$ cat src/rtl/nova_alc_ctrl_pkg.sv
// NOVA ALC shared definitions: instruction field layout, field encodings,
// sequencer state encoding and small field-extraction helpers.
package nova_defs;

   // Instruction word is numbered [0:15], bit 0 is the MSB.
   localparam int ALC_BIT_CLASS  = 0;
   localparam int ALC_ACS_HI     = 1;
   localparam int ALC_ACS_LO     = 2;
   localparam int ALC_ACD_HI     = 3;
   localparam int ALC_ACD_LO     = 4;
   localparam int ALC_FUNC_HI    = 5;
   localparam int ALC_FUNC_LO    = 7;
   localparam int ALC_SHIFT_HI   = 8;
   localparam int ALC_SHIFT_LO   = 9;
   localparam int ALC_CARRY_HI   = 10;
   localparam int ALC_CARRY_LO   = 11;
   localparam int ALC_BIT_NOLOAD = 12;
   localparam int ALC_SKIP_HI    = 13;
   localparam int ALC_SKIP_LO    = 15;

   typedef enum logic [2:0] {
      ALC_FN_COM = 3'd0,
      ALC_FN_NEG = 3'd1,
      ALC_FN_MOV = 3'd2,
      ALC_FN_INC = 3'd3,
      ALC_FN_ADC = 3'd4,
      ALC_FN_SUB = 3'd5,
      ALC_FN_ADD = 3'd6,
      ALC_FN_AND = 3'd7
   } alc_func_e;

   typedef enum logic [1:0] {
      ALC_SH_NONE = 2'd0,
      ALC_SH_L    = 2'd1,
      ALC_SH_R    = 2'd2,
      ALC_SH_S    = 2'd3
   } alc_shift_e;

   typedef enum logic [1:0] {
      ALC_CY_KEEP = 2'd0,
      ALC_CY_Z    = 2'd1,
      ALC_CY_O    = 2'd2,
      ALC_CY_C    = 2'd3
   } alc_carry_e;

   typedef enum logic [2:0] {
      ALC_SK_NEVER = 3'd0,
      ALC_SK_SKP   = 3'd1,
      ALC_SK_SZC   = 3'd2,
      ALC_SK_SNC   = 3'd3,
      ALC_SK_SZR   = 3'd4,
      ALC_SK_SNR   = 3'd5,
      ALC_SK_SEZ   = 3'd6,
      ALC_SK_SBN   = 3'd7
   } alc_skip_e;

   typedef enum logic [1:0] {
      NOVA_ALC_IDLE = 2'd0,
      NOVA_ALC_READ = 2'd1,
      NOVA_ALC_EXEC = 2'd2,
      NOVA_ALC_WB   = 2'd3
   } alc_state_e;

   function automatic logic [1:0] alc_acs(input logic [0:15] w);
      return w[ALC_ACS_HI:ALC_ACS_LO];
   endfunction

   function automatic logic [1:0] alc_acd(input logic [0:15] w);
      return w[ALC_ACD_HI:ALC_ACD_LO];
   endfunction

   function automatic logic alc_noload(input logic [0:15] w);
      return w[ALC_BIT_NOLOAD];
   endfunction

   function automatic logic alc_is_alc(input logic [0:15] w);
      return w[ALC_BIT_CLASS];
   endfunction

endpackage

$ cat src/rtl/nova_alc_ctrl.sv
// NOVA ALC instruction sequencer: IDLE -> READ -> EXEC -> WB.
// Reads ACS/ACD from the registered accumulator file, presents them to the
// external ALU, registers the ALU outputs and writes back in WB. Owns the
// architectural carry flag. Non-ALC words short-circuit READ -> WB as errors.
module nova_alc_ctrl
   import nova_defs::*;
#(
   parameter int WIDTH = 16
) (
   input  logic             pclk,
   input  logic             prst,
   input  logic             ctl_start,
   input  logic [0:15]      ctl_inst,
   output logic             ctl_busy,
   output logic             ctl_done,
   output logic             ctl_skip,
   output logic             ctl_err,
   output logic [1:0]       rf_raddr_s,
   output logic [1:0]       rf_raddr_d,
   input  logic [0:WIDTH-1] rf_rdata_s,
   input  logic [0:WIDTH-1] rf_rdata_d,
   output logic             rf_we,
   output logic [1:0]       rf_waddr,
   output logic [0:WIDTH-1] rf_wdata,
   output logic [0:15]      alu_inst,
   output logic [0:WIDTH-1] alu_op1,
   output logic [0:WIDTH-1] alu_op2,
   output logic             alu_cin,
   input  logic [0:WIDTH-1] alu_result,
   input  logic             alu_cout,
   input  logic             alu_skip,
   output logic             carry
);

   alc_state_e       state_q, state_d;
   logic [0:15]      inst_q, inst_d;
   logic [0:WIDTH-1] res_q, res_d;
   logic             cout_q, cout_d;
   logic             skip_q, skip_d;
   logic             err_q, err_d;
   logic             carry_q, carry_d;
   logic             wb_write_s;

   // State and datapath registers; reset drops any in-flight instruction.
   always_ff @(posedge pclk or posedge prst) begin
      if (prst) begin
         state_q <= NOVA_ALC_IDLE;
         inst_q  <= 16'h0000;
         res_q   <= '0;
         cout_q  <= 1'b0;
         skip_q  <= 1'b0;
         err_q   <= 1'b0;
         carry_q <= 1'b0;
      end else begin
         state_q <= state_d;
         inst_q  <= inst_d;
         res_q   <= res_d;
         cout_q  <= cout_d;
         skip_q  <= skip_d;
         err_q   <= err_d;
         carry_q <= carry_d;
      end
   end

   // Write-back qualifier: a loading, well-formed ALC instruction.
   assign wb_write_s = ~err_q & ~alc_noload(inst_q);

   // Next-state logic plus state-decoded outputs (no path from ctl_start).
   always_comb begin
      state_d    = state_q;
      inst_d     = inst_q;
      res_d      = res_q;
      cout_d     = cout_q;
      skip_d     = skip_q;
      err_d      = err_q;
      carry_d    = carry_q;

      ctl_busy   = 1'b1;
      ctl_done   = 1'b0;
      ctl_skip   = 1'b0;
      ctl_err    = 1'b0;
      rf_raddr_s = 2'd0;
      rf_raddr_d = 2'd0;
      rf_we      = 1'b0;
      rf_waddr   = 2'd0;
      rf_wdata   = '0;
      alu_inst   = 16'h0000;
      alu_op1    = '0;
      alu_op2    = '0;
      alu_cin    = 1'b0;
      carry      = carry_q;

      case (state_q)
         NOVA_ALC_IDLE: begin
            ctl_busy = 1'b0;
            if (ctl_start) begin
               inst_d  = ctl_inst;
               err_d   = 1'b0;
               state_d = NOVA_ALC_READ;
            end else begin
               state_d = NOVA_ALC_IDLE;
            end
         end
         NOVA_ALC_READ: begin
            rf_raddr_s = alc_acs(inst_q);
            rf_raddr_d = alc_acd(inst_q);
            if (!alc_is_alc(inst_q)) begin
               err_d   = 1'b1;
               state_d = NOVA_ALC_WB;
            end else begin
               state_d = NOVA_ALC_EXEC;
            end
         end
         NOVA_ALC_EXEC: begin
            // File data addressed in READ is valid now; hold the addresses
            // so the operands stay stable for the whole cycle.
            rf_raddr_s = alc_acs(inst_q);
            rf_raddr_d = alc_acd(inst_q);
            alu_inst   = inst_q;
            alu_op1    = rf_rdata_s;
            alu_op2    = rf_rdata_d;
            alu_cin    = carry_q;
            res_d      = alu_result;
            cout_d     = alu_cout;
            skip_d     = alu_skip;
            state_d    = NOVA_ALC_WB;
         end
         NOVA_ALC_WB: begin
            ctl_done = 1'b1;
            ctl_err  = err_q;
            ctl_skip = ~err_q & skip_q;
            if (wb_write_s) begin
               rf_we    = 1'b1;
               rf_waddr = alc_acd(inst_q);
               rf_wdata = res_q;
               carry_d  = cout_q;
            end else begin
               rf_we    = 1'b0;
            end
            state_d = NOVA_ALC_IDLE;
         end
         default: begin
            ctl_busy = 1'b0;
            state_d  = NOVA_ALC_IDLE;
         end
      endcase
   end

endmodule

$ cat config.mk
export PLATFORM = sky130hd
export DESIGN_NAME = nova_alc_ctrl
export DESIGN_NICKNAME = d
export VERILOG_FILES = /design/src/rtl/nova_alc_ctrl_pkg.sv /design/src/rtl/nova_alc_ctrl.sv
export SDC_FILE = /design/constraint.sdc
export NUM_CORES = 1
export LEC_CHECK = 0
export ABC_AREA = 1
export CORE_UTILIZATION = 35
export DETAILED_ROUTE_END_ITERATION = 7
export PLACE_DENSITY_LB_ADDON = 0.05
export SYNTH_ARGS = -nofsm -noshare
export SYNTH_HDL_FRONTEND = slang
export SYNTH_SLANG_ARGS = --single-unit
$ cat constraint.sdc
create_clock -name pclk -period 3 [get_ports pclk]
set_input_delay 0.3 -clock pclk [delete_from_list [all_inputs] [get_ports pclk]]
set_output_delay 0.3 -clock pclk [all_outputs]
set_load 0.01 [all_outputs]
==> flow_metrics.py <==
metrics = {
    "clock_network": {
        "cts_root_buffer": "clkbuf_8",
        "numClockSinks": 38,
        "cts_setup_buffers": 0,
        "clk_latency_ps": 290,
        "cts_hold_buffers": 0,
        "clk_pin_slew_worst_paths_ps": 80,
        "clk_path_buf_depth": 2,
        "cts_resized": 0,
        "cts_buffers": 5,
        "htreeDepth": 2,
        "cts_tree": "done",
    },
    "floorplanning": {
        "die_h_um": 81.6,
        "ioPinCount": 146,
        "coreArea_mm2": 0.00603,
        "dieWidth_um": 81.6,
        "die-area_mm2": 0.00666,
        "start_util": 0.368,
        "rows": 28,
    },
    "detailed_routing": {
        "drc": 0,
        "drt_wl_total_mm": 5.73,
        "post_drt_wl_per_cell_um": 10.9,
        "vias": 2201,
        "vias_per_cell": 4.18,
        "dr.pass1.iters": 4,
        "drt_iter0_markers": 69,
        "ant_nets": 0,
    },
    "finish": {
        "synthToLayoutAreaGrowth_pct": 70.2,
        "regArea_um2": 951,
        "nets": 525,
        "multi_input_area_um2": 801,
        "stdcell_count": 527,
        "nFillCells": 554,
        "drive_gt1_frac": 0.0752,
        "num_antenna_cells": 0,
        "final_area_mm2": 0.00378,
    },
    "synthesis": {
        "synth_common_cells": "nand2_1 (100), inv_1 (71), dfrtp_1 (38), nor2_1 (22), o21ai_0 (19)",
        "yosysSeqAreaShare": 0.428,
        "synth-xor-area-share": 0,
        "synth.cell_area_mm2": 0.00222,
        "synth_top_family_by_area": "simple AND/OR/NAND/NOR gates",
        "synth_top_cell_by_area": "dfrtp_1",
        "synth_cell_types": 19,
        "synthFlopType": "dfrtp_1",
        "yosysMostFrequentCell": "nand2_1",
        "synth_simple_gate_area_share": 0.277,
        "synthAdderAreaFrac": 0.0282,
        "synth_nets": 387,
        "netlist_instances": 313,
        "synth_warnings": 0,
        "synth_top_area_share": 0.428,
        "syn_area_per_cell_um2": 7.09,
        "async_flop_share": 1.00,
        "synth_edf_count": 0,
        "ys_ff_latch": 38,
        "post_synth_main_area_contributors": "dfrtp_1 (43%), nand2_1 (17%), inv_1 (12%), buf_6 (4.6%), o21ai_0 (4.3%)",
        "synth_compound_area_frac": 0.0547,
        "synth.area.mux_share": 0,
    },
    "worst_hold_path": {
        "hp-class": "primary input to async pin",
    },
    "power": {
        "p_switching_uw": 1270,
        "p_leak_uw": 0.00205,
        "p_sw_frac": 0.383,
        "pwr-share-comb": 0.577,
        "total_power_uw": 3320,
        "p_seq_frac": 0.262,
        "ir_drop_mv": 0.705,
        "powerDensity_mw_per_mm2": 878,
        "pwr-share-clk": 0.160,
        "internal_power_uw": 2050,
    },
    "placement": {
        "portBuffers": 145,
        "gp_congestion": 0.697,
        "dp.cells": 519,
        "placed_area_mm2": 0.00364,
        "post-dp-hpwl_mm": 4.30,
    },
    "timing": {
        "worst_slew_pin_slew_ps": 696,
        "maxSlewHeadroom": 0.535,
        "finalCritPeriodShare": 0.804,
        "fin_crit_ps": 2410,
        "slew_violations": 0,
        "finClkSkew_ps": 6.80,
        "hold_viol": 0,
        "setup_viol": 0,
        "fin_hold_ws_ps": 305,
        "setup_tns_ps": 0,
        "rsz0062_at_grt": "no",
        "max_freq_mhz": 415,
    },
    "grt": {
        "grt_max_degree": 87,
        "grt_pass1_vias": 1984,
        "grt_pass1_wl_mm": 8.74,
        "grt.overflow.total": 0,
        "antenna_found_initial": 0,
        "grtUsageTotal": 0.173,
    },
    "setup_path": {
        "worstSetupStartpointType": "flop",
        "crit_type": "flop to output pin",
        "crit_fanout": 21,
        "cp.required_ps": 2700,
        "crit_path_end_kind": "output pin",
        "arrival_ps": 2110,
    },
    "flow_run": {
        "maxCapViolations": 0,
    },
    "status": {
        "status": "finished clean",
    },
}
-- stage by stage --
stage	setup slack, ps	utilization
5_1_grt	373	0.627
2_1_floorplan	1610	-
3_3_place_gp	919	0.603
3_5_place_dp	873	0.603
6_report	589	0.627
4_1_cts	543	0.627
-- layer usage --
layer | GRT usage | part of all wire | wire (µm) | vias to the layer above
met4 | 0.0474 | 0.010 | 58 | 0
li1 | - | - | - | 1159
met5 | 0 | 0 | 0 | -
met3 | 0.0678 | 0.12 | 694 | 5
met1 | 0.193 | 0.41 | 2370 | 947
met2 | 0.303 | 0.45 | 2610 | 90
-- cell type report --
cell class              count  area share
repair buffers            148       0.393
flip-flops and latches     38       0.252
multi-input cells         177       0.212
inverters                  81      0.0805
well taps                  75      0.0248
clock buffers               6      0.0219
clock inverters             2      0.0159
-- cell families after synthesis --
logic type	Yosys count
DFF	38
buffers and inverters	98
AOI/OAI and AO/OA	23
adders and majority gates	5
and+or+nand+nor	149
-- worst paths after layout --
kind	slack, ps	cells after the start	startpoint	to
max	590	4	state_q[0]	rf_wdata[5]
min	300	2	prst	res_q[6]
max reg2reg	1520	4	state_q[0]	carry
min reg2reg	470	2	inst_q[7]	inst_q[7]
max in group asynchronous	2050	3	prst	inst_q[14]
min in group pclk	470	2	inst_q[7]	inst_q[7]
-- power by group through the flow --
stage	sequential [µW]	clock [µW]	combinational (µW)
6_report	870	532	1910
5_1_grt	907	567	2160
4_1_cts	874	546	1960
3_5_place_dp	882	0	1950
3_3_place_gp	873	0	1930
2_1_floorplan	856	0	1170
-- sequential cells by signal, summed over array words and instances (netlist names) --
register / count
cout_q: 1
inst_q: 16
err_q: 1
carry: 1
state_q: 2
res_q: 16
skip_q: 1
-- critical path, cell delays in order (launching register included) --
cell	delay, ps
dfrtp_1	380
ha_1	220
nand2_1	420
nor2_1	240
clkdlybuf4s50_1	560
-- cell usage in the layout (no fill, tap or decap), types with 2 or more instances in the layout --
| master | count |
|---|---|
| nand2_2 | 10 |
| nand2_1 | 100 |
| clkbuf_8 | 6 |
| inv_1 | 70 |
| ha_1 | 4 |
| buf_4 | 2 |
| clkdlybuf4s50_1 | 145 |
| a21oi_1 | 2 |
| nor2_1 | 22 |
| inv_2 | 10 |
| bufinv_16 | 2 |
| o21ai_0 | 19 |
| nand3_1 | 15 |
| dfrtp_1 | 38 |
No activity file was read; power rests on OpenSTA's default activity.
==> edit 1 (config.mk and constraints unchanged) <==
Take the reset off `res_q` and load it in a clocked block of its own.
--- a/src/rtl/nova_alc_ctrl.sv
+++ b/src/rtl/nova_alc_ctrl.sv
@@ -48,3 +48,2 @@
          inst_q  <= 16'h0000;
-         res_q   <= '0;
          cout_q  <= 1'b0;
@@ -56,3 +55,2 @@
          inst_q  <= inst_d;
-         res_q   <= res_d;
          cout_q  <= cout_d;
@@ -62,2 +60,6 @@
       end
+   end
+
+   always_ff @(posedge pclk) begin
+      res_q <= res_d;
    end
Check against the original RTL: same outputs for any inputs over 10 cycles, from zero or initial values and one cycle with prst high; that may be too few to reach the edited logic, so the function may still have changed.
==> edit 1 against the original RTL <==
- routed wire length fell by 6.2%
- fmax fell by 0.95%
- hold slack improved by 0.17 ns
- power fell by 7.6%
- synthesized area fell by 5.7%
- setup slack got worse by 0.023 ns
- sequential cell count did not move
- first-iteration DRC count rose by 23%
- via count fell by 8.0%
- clock power fell by 23%
- register-to-register slack got worse by 0.16 ns
- final area fell by 3.3%
==> edit 1: results (changes against the original RTL) <==
[outcome]
status=complete, no violations

[placed_design]
place_inst=483  ; -6.9%
hpwl_um=4110  ; -4.3%
place_congestion=0.777  ; +12%
placed_cell_area_um2=3550  ; -2.4%
port_buffers=145  ; unchanged
post-place-ws_ns=0.853  ; -0.0199 ns

[pwr]
p_comb_frac=0.575  ; -0.002
clock_power_uw=411  ; -23%
power_leakage_uw=0.00198  ; -3.5%
peakVddDrop_uv=445  ; -37%
switching_share=0.376  ; -0.00702
pg_comb_uw=1760  ; -8%

[clock_tree]
numCtsBuffers=5  ; unchanged
path_clk_slew_ns=0.07
clk_path_buf_depth=2  ; unchanged
insertion_delay_ns=0.28
cts_resized=0  ; unchanged

[drt]
vias=2026  ; -8.0%
drt_iter0_drc=85  ; +23%
wirelength_um=5370  ; -6.2%

[timing]
relSlewSlack=0.442  ; -0.0926
slew_viol_final=0  ; unchanged
fin_skew_ns=0.00527  ; -0.00153 ns

[layout]
num-multi-input-gates=145  ; -18%
clkCellAreaFrac=0.0291  ; -0.00864
nonClkBufAreaFrac=0.403  ; +0.0100
layout-drive-gt1-share=0.0358  ; -0.0394
fill_cells=499  ; -9.9%
buffers_excl_clock=148  ; unchanged
top_regs=inst_q (16), res_q (16), state_q (2)
final_nets=492  ; -6.3%
seq_share=0.282  ; +0.0305
multi_input_area_share=0.178  ; -0.0335
clock_buffers=7  ; +1
fin_cells=491  ; -6.8%
n_all_inverters=80  ; -1.2%

[global_routing]
grt_antenna_before_repair=0  ; unchanged
grt_pass1_wl_um=8170  ; -6.6%
track_usage=0.168  ; -0.00440
grt_pass1_vias=1759  ; -11%
grt_max_degree=51  ; -41%

[yosys]
syn_nets=350  ; -9.6%
synth.area.top_cells=dfrtp_1 26%, edfxtp_1 23%, nand2_1 17%
ys_top_cells_by_count=93 x nand2_1, 80 x inv_1, 22 x dfrtp_1, 22 x nor2_1, 16 x edfxtp_1
ys_types=18  ; -1
async_flop_share=0.579  ; -0.421
ys_seq_elements=38  ; unchanged
synth_cells=276  ; -12%
synth-seq-area-share=0.493  ; +0.0644
synth_edf_count=16  ; +16

[setup_path]
crit_path_top_delay_cell=clkdlybuf4s50_1
path_delay_family=buffers and inverters
reg2regPathDepth=4  ; unchanged
slowest_delay_ns=0.54  ; -0.02 ns
crit_fanout=50  ; +140%
critical_path_arrival_ns=2.13  ; +0.02 ns

[min_path]
hp-class=primary input to async pin

edit 1: cell count changes after synthesis, sizes merged, moves of 3 or more:
| cell | unedited run | this run |
|---|---|---|
| buf | 16 | 13 |
| dfrtp | 38 | 22 |
| edfxtp | 0 | 16 |
| nand2 | 111 | 95 |
| o21ai | 20 | 3 |
edit 1: cell families after synthesis:
logic type	share of synthesized area
AO/OA/AOI/OAI	0.0173
AND/OR/NAND/NOR	0.258
buffers and inverters	0.197
adder cells (fa/ha/maj)	0.0299
multiplexers	0.00538
flip-flops	0.493
edit 1: final timing paths:
kind | from | slack, ns | end
max | state_q[0]$_DFF_PP0_ | 0.57 | alu_op1[3]
min reg2reg | inst_q[13]$_DFFE_PP0P_ | 0.48 | inst_q[13]$_DFFE_PP0P_
max in group asynchronous | prst | 1.99 | inst_q[6]$_DFFE_PP0P_
max reg2reg | state_q[0]$_DFF_PP0_ | 1.36 | skip_q$_DFFE_PP0N_
min in group pclk | inst_q[13]$_DFFE_PP0P_ | 0.48 | inst_q[13]$_DFFE_PP0P_
min | prst | 0.48 | inst_q[15]$_DFFE_PP0P_
edit 1: stage by stage:
| step | hold slack, ns | utilization |
|---|---|---|
| global placement | 0.458 | 0.629 |
| global route | 0.508 | 0.648 |
| CTS | 0.478 | 0.648 |
| detailed placement | 0.460 | 0.629 |
| floorplan | 0.289 | - |
| finish | 0.478 | 0.648 |
edit 1: per-layer routing:
metal | routed length [um] | GRT usage | up-vias
met2 | 2700 | 0.284 | 73
met5 | 0 | 0 | -
li1 | - | - | 1064
met1 | 2200 | 0.201 | 876
met3 | 371 | 0.0460 | 13
met4 | 99 | 0.0691 | 0
==> edit 2 (config.mk and constraints unchanged) <==
Without the edit above. Put a register stage on the output `rf_wdata`, with the module's reset. The value now appears one clock later. The other outputs are not delayed to match.
--- a/src/rtl/nova_alc_ctrl.sv
+++ b/src/rtl/nova_alc_ctrl.sv
@@ -33,2 +33,4 @@
 );
+
+   logic [0:WIDTH-1] rf_wdata_d;
 
@@ -85,3 +87,3 @@
       rf_waddr   = 2'd0;
-      rf_wdata   = '0;
+      rf_wdata_d = '0;
       alu_inst   = 16'h0000;
@@ -134,3 +136,3 @@
                rf_waddr = alc_acd(inst_q);
-               rf_wdata = res_q;
+               rf_wdata_d = res_q;
                carry_d  = cout_q;
@@ -148,2 +150,10 @@
 
+   always_ff @(posedge pclk or posedge prst) begin
+      if (prst) begin
+         rf_wdata <= '0;
+      end else begin
+         rf_wdata <= rf_wdata_d;
+      end
+   end
+
 endmodule
Formal check against the unedited RTL: not equivalent (Yosys sat finds a counterexample within 4 cycles, from zero or initial values and one cycle with prst high).
==> edit 2 against the original RTL <==
- non-clock buffer count increased by 3
- hold slack better by 0.11 ns
- sequential cell count up 16
- setup slack got worse by 0.084 ns
- power grew 4.4%
- final area grew 9.5%
- clock power shrank 27%
- highest routed layer unchanged
- synthesized area is 14% higher
- clock skew up 0.00071 ns
- first-iteration DRC count is 49% higher
- largest power group unchanged
- routed wire length increased by 16%
- critical endpoint is now alu_op1[5]
- count of clock-buffer cells in the layout fell by 1
==> edit 2: results (changes against the original RTL) <==
[outcome]
status=complete, no violations

[yosys]
synth-seq-area-share=0.535  ; +0.107
ys_types=15  ; -4
syn_nets=401  ; +3.6%
ys_top_cells_by_count=110 x nand2_1, 80 x inv_1, 54 x dfrtp_1
synth.area.top_cells=dfrtp_1 54%, nand2_1 16%, inv_1 12%

[placed_design]
post-place-ws_ns=0.817  ; -0.0563 ns
hpwl_um=5130  ; +19%

[layout]
final_nets=543  ; +3.4%
fill_cells=644  ; +16%
layout-drive-gt1-share=0.0362  ; -0.0390
top_regs=inst_q (16), res_q (16), rf_wdata (16)

[global_routing]
grt_max_degree=36  ; -59%
grt_pass1_wl_um=10400  ; +19%
track_usage=0.179  ; +0.00616

[drt]
wirelength_um=6650  ; +16%
avgViaCountPerCell=4.27  ; +2.3%
drt_iter0_drc=103  ; +49%

[timing]
fin_skew_ns=0.00751  ; +0.000714 ns
holdWs_ns=0.416  ; +0.111 ns
fmax_mhz=401  ; -3.4%

[min_path]
hp-class=primary input to async pin

[setup_path]
r2r_end=res_q[14]$_DFFE_PP0N_
ff2ff_setup_slack_ns=1.32  ; -0.20 ns
crit_fanout=28  ; +33%
r2r-start=state_q[0]$_DFF_PP0_
slowest_delay_ns=0.53  ; -0.03 ns
critical_path_arrival_ns=2.19  ; +0.08 ns
endpoint=alu_op1[5]

[pwr]
power_leakage_uw=0.00227  ; +11%
peakVddDrop_uv=549  ; -22%

[edit 2: cell count changes after synthesis, moves of 3 or more]
cell and delta:
buf_2 +3, buf_4 +7, inv_1 +9, dfrtp_1 +16, nand2_2 -10, buf_6 -9, inv_2 -10, nand2_1 +10
[edit 2: critical path, delay by kind of cell, from the launching register on]
kind	cells	cell delay, ns
adders and majority gates	1	0.48
buffers and inverters	4	0.93
DFF	1	0.41
and+or+nand+nor	1	0.07
[edit 2: cells by family (layout without fill, tap and decap cells)]
kind of cell    count (synthesis)  after routing  synth area share
flops                          54             54             0.535
simple gates                  149            149             0.232
compound gates                 22             22            0.0446
fa+ha+maj                       5              5            0.0248
buf+inv                        96            238             0.159
mux                             1              1           0.00446
[edit 2: cell type report]
cell class / instances / area (um^2) / share of cell area
Tap cell: 96 / 120 / 0.0290
Clock inverter: 2 / 15.0 / 0.00363
Clock buffer: 5 / 68.8 / 0.0166
Multi-Input combinational cell: 177 / 774 / 0.187
Timing Repair Buffer: 151 / 1510 / 0.365
Inverter: 80 / 300 / 0.0726
Sequential cell: 54 / 1350 / 0.326
[edit 2: layer usage]
metal  part of all wire  track usage  vias to the layer above
li1                   -            -                     1211
met1               0.43        0.227                     1092
met2               0.46        0.297                      104
met3              0.091       0.0502                        8
met4              0.013       0.0530                        0
met5                  0            0                        -
[edit 2: power by group]
part           total (uW)  internal [uW]  switching (uW)
clock                 390            160             230
combinational        1930            945             980
sequential           1150           1020             132
total                3460           2120            1340
[edit 2: metrics by stage]
step           cells  cell area [um^2]
2_1_floorplan    327              2520
3_3_place_gp     558              4060
3_5_place_dp     558              4060
4_1_cts          565              4140
5_1_grt          565              4140
6_report         565              4140
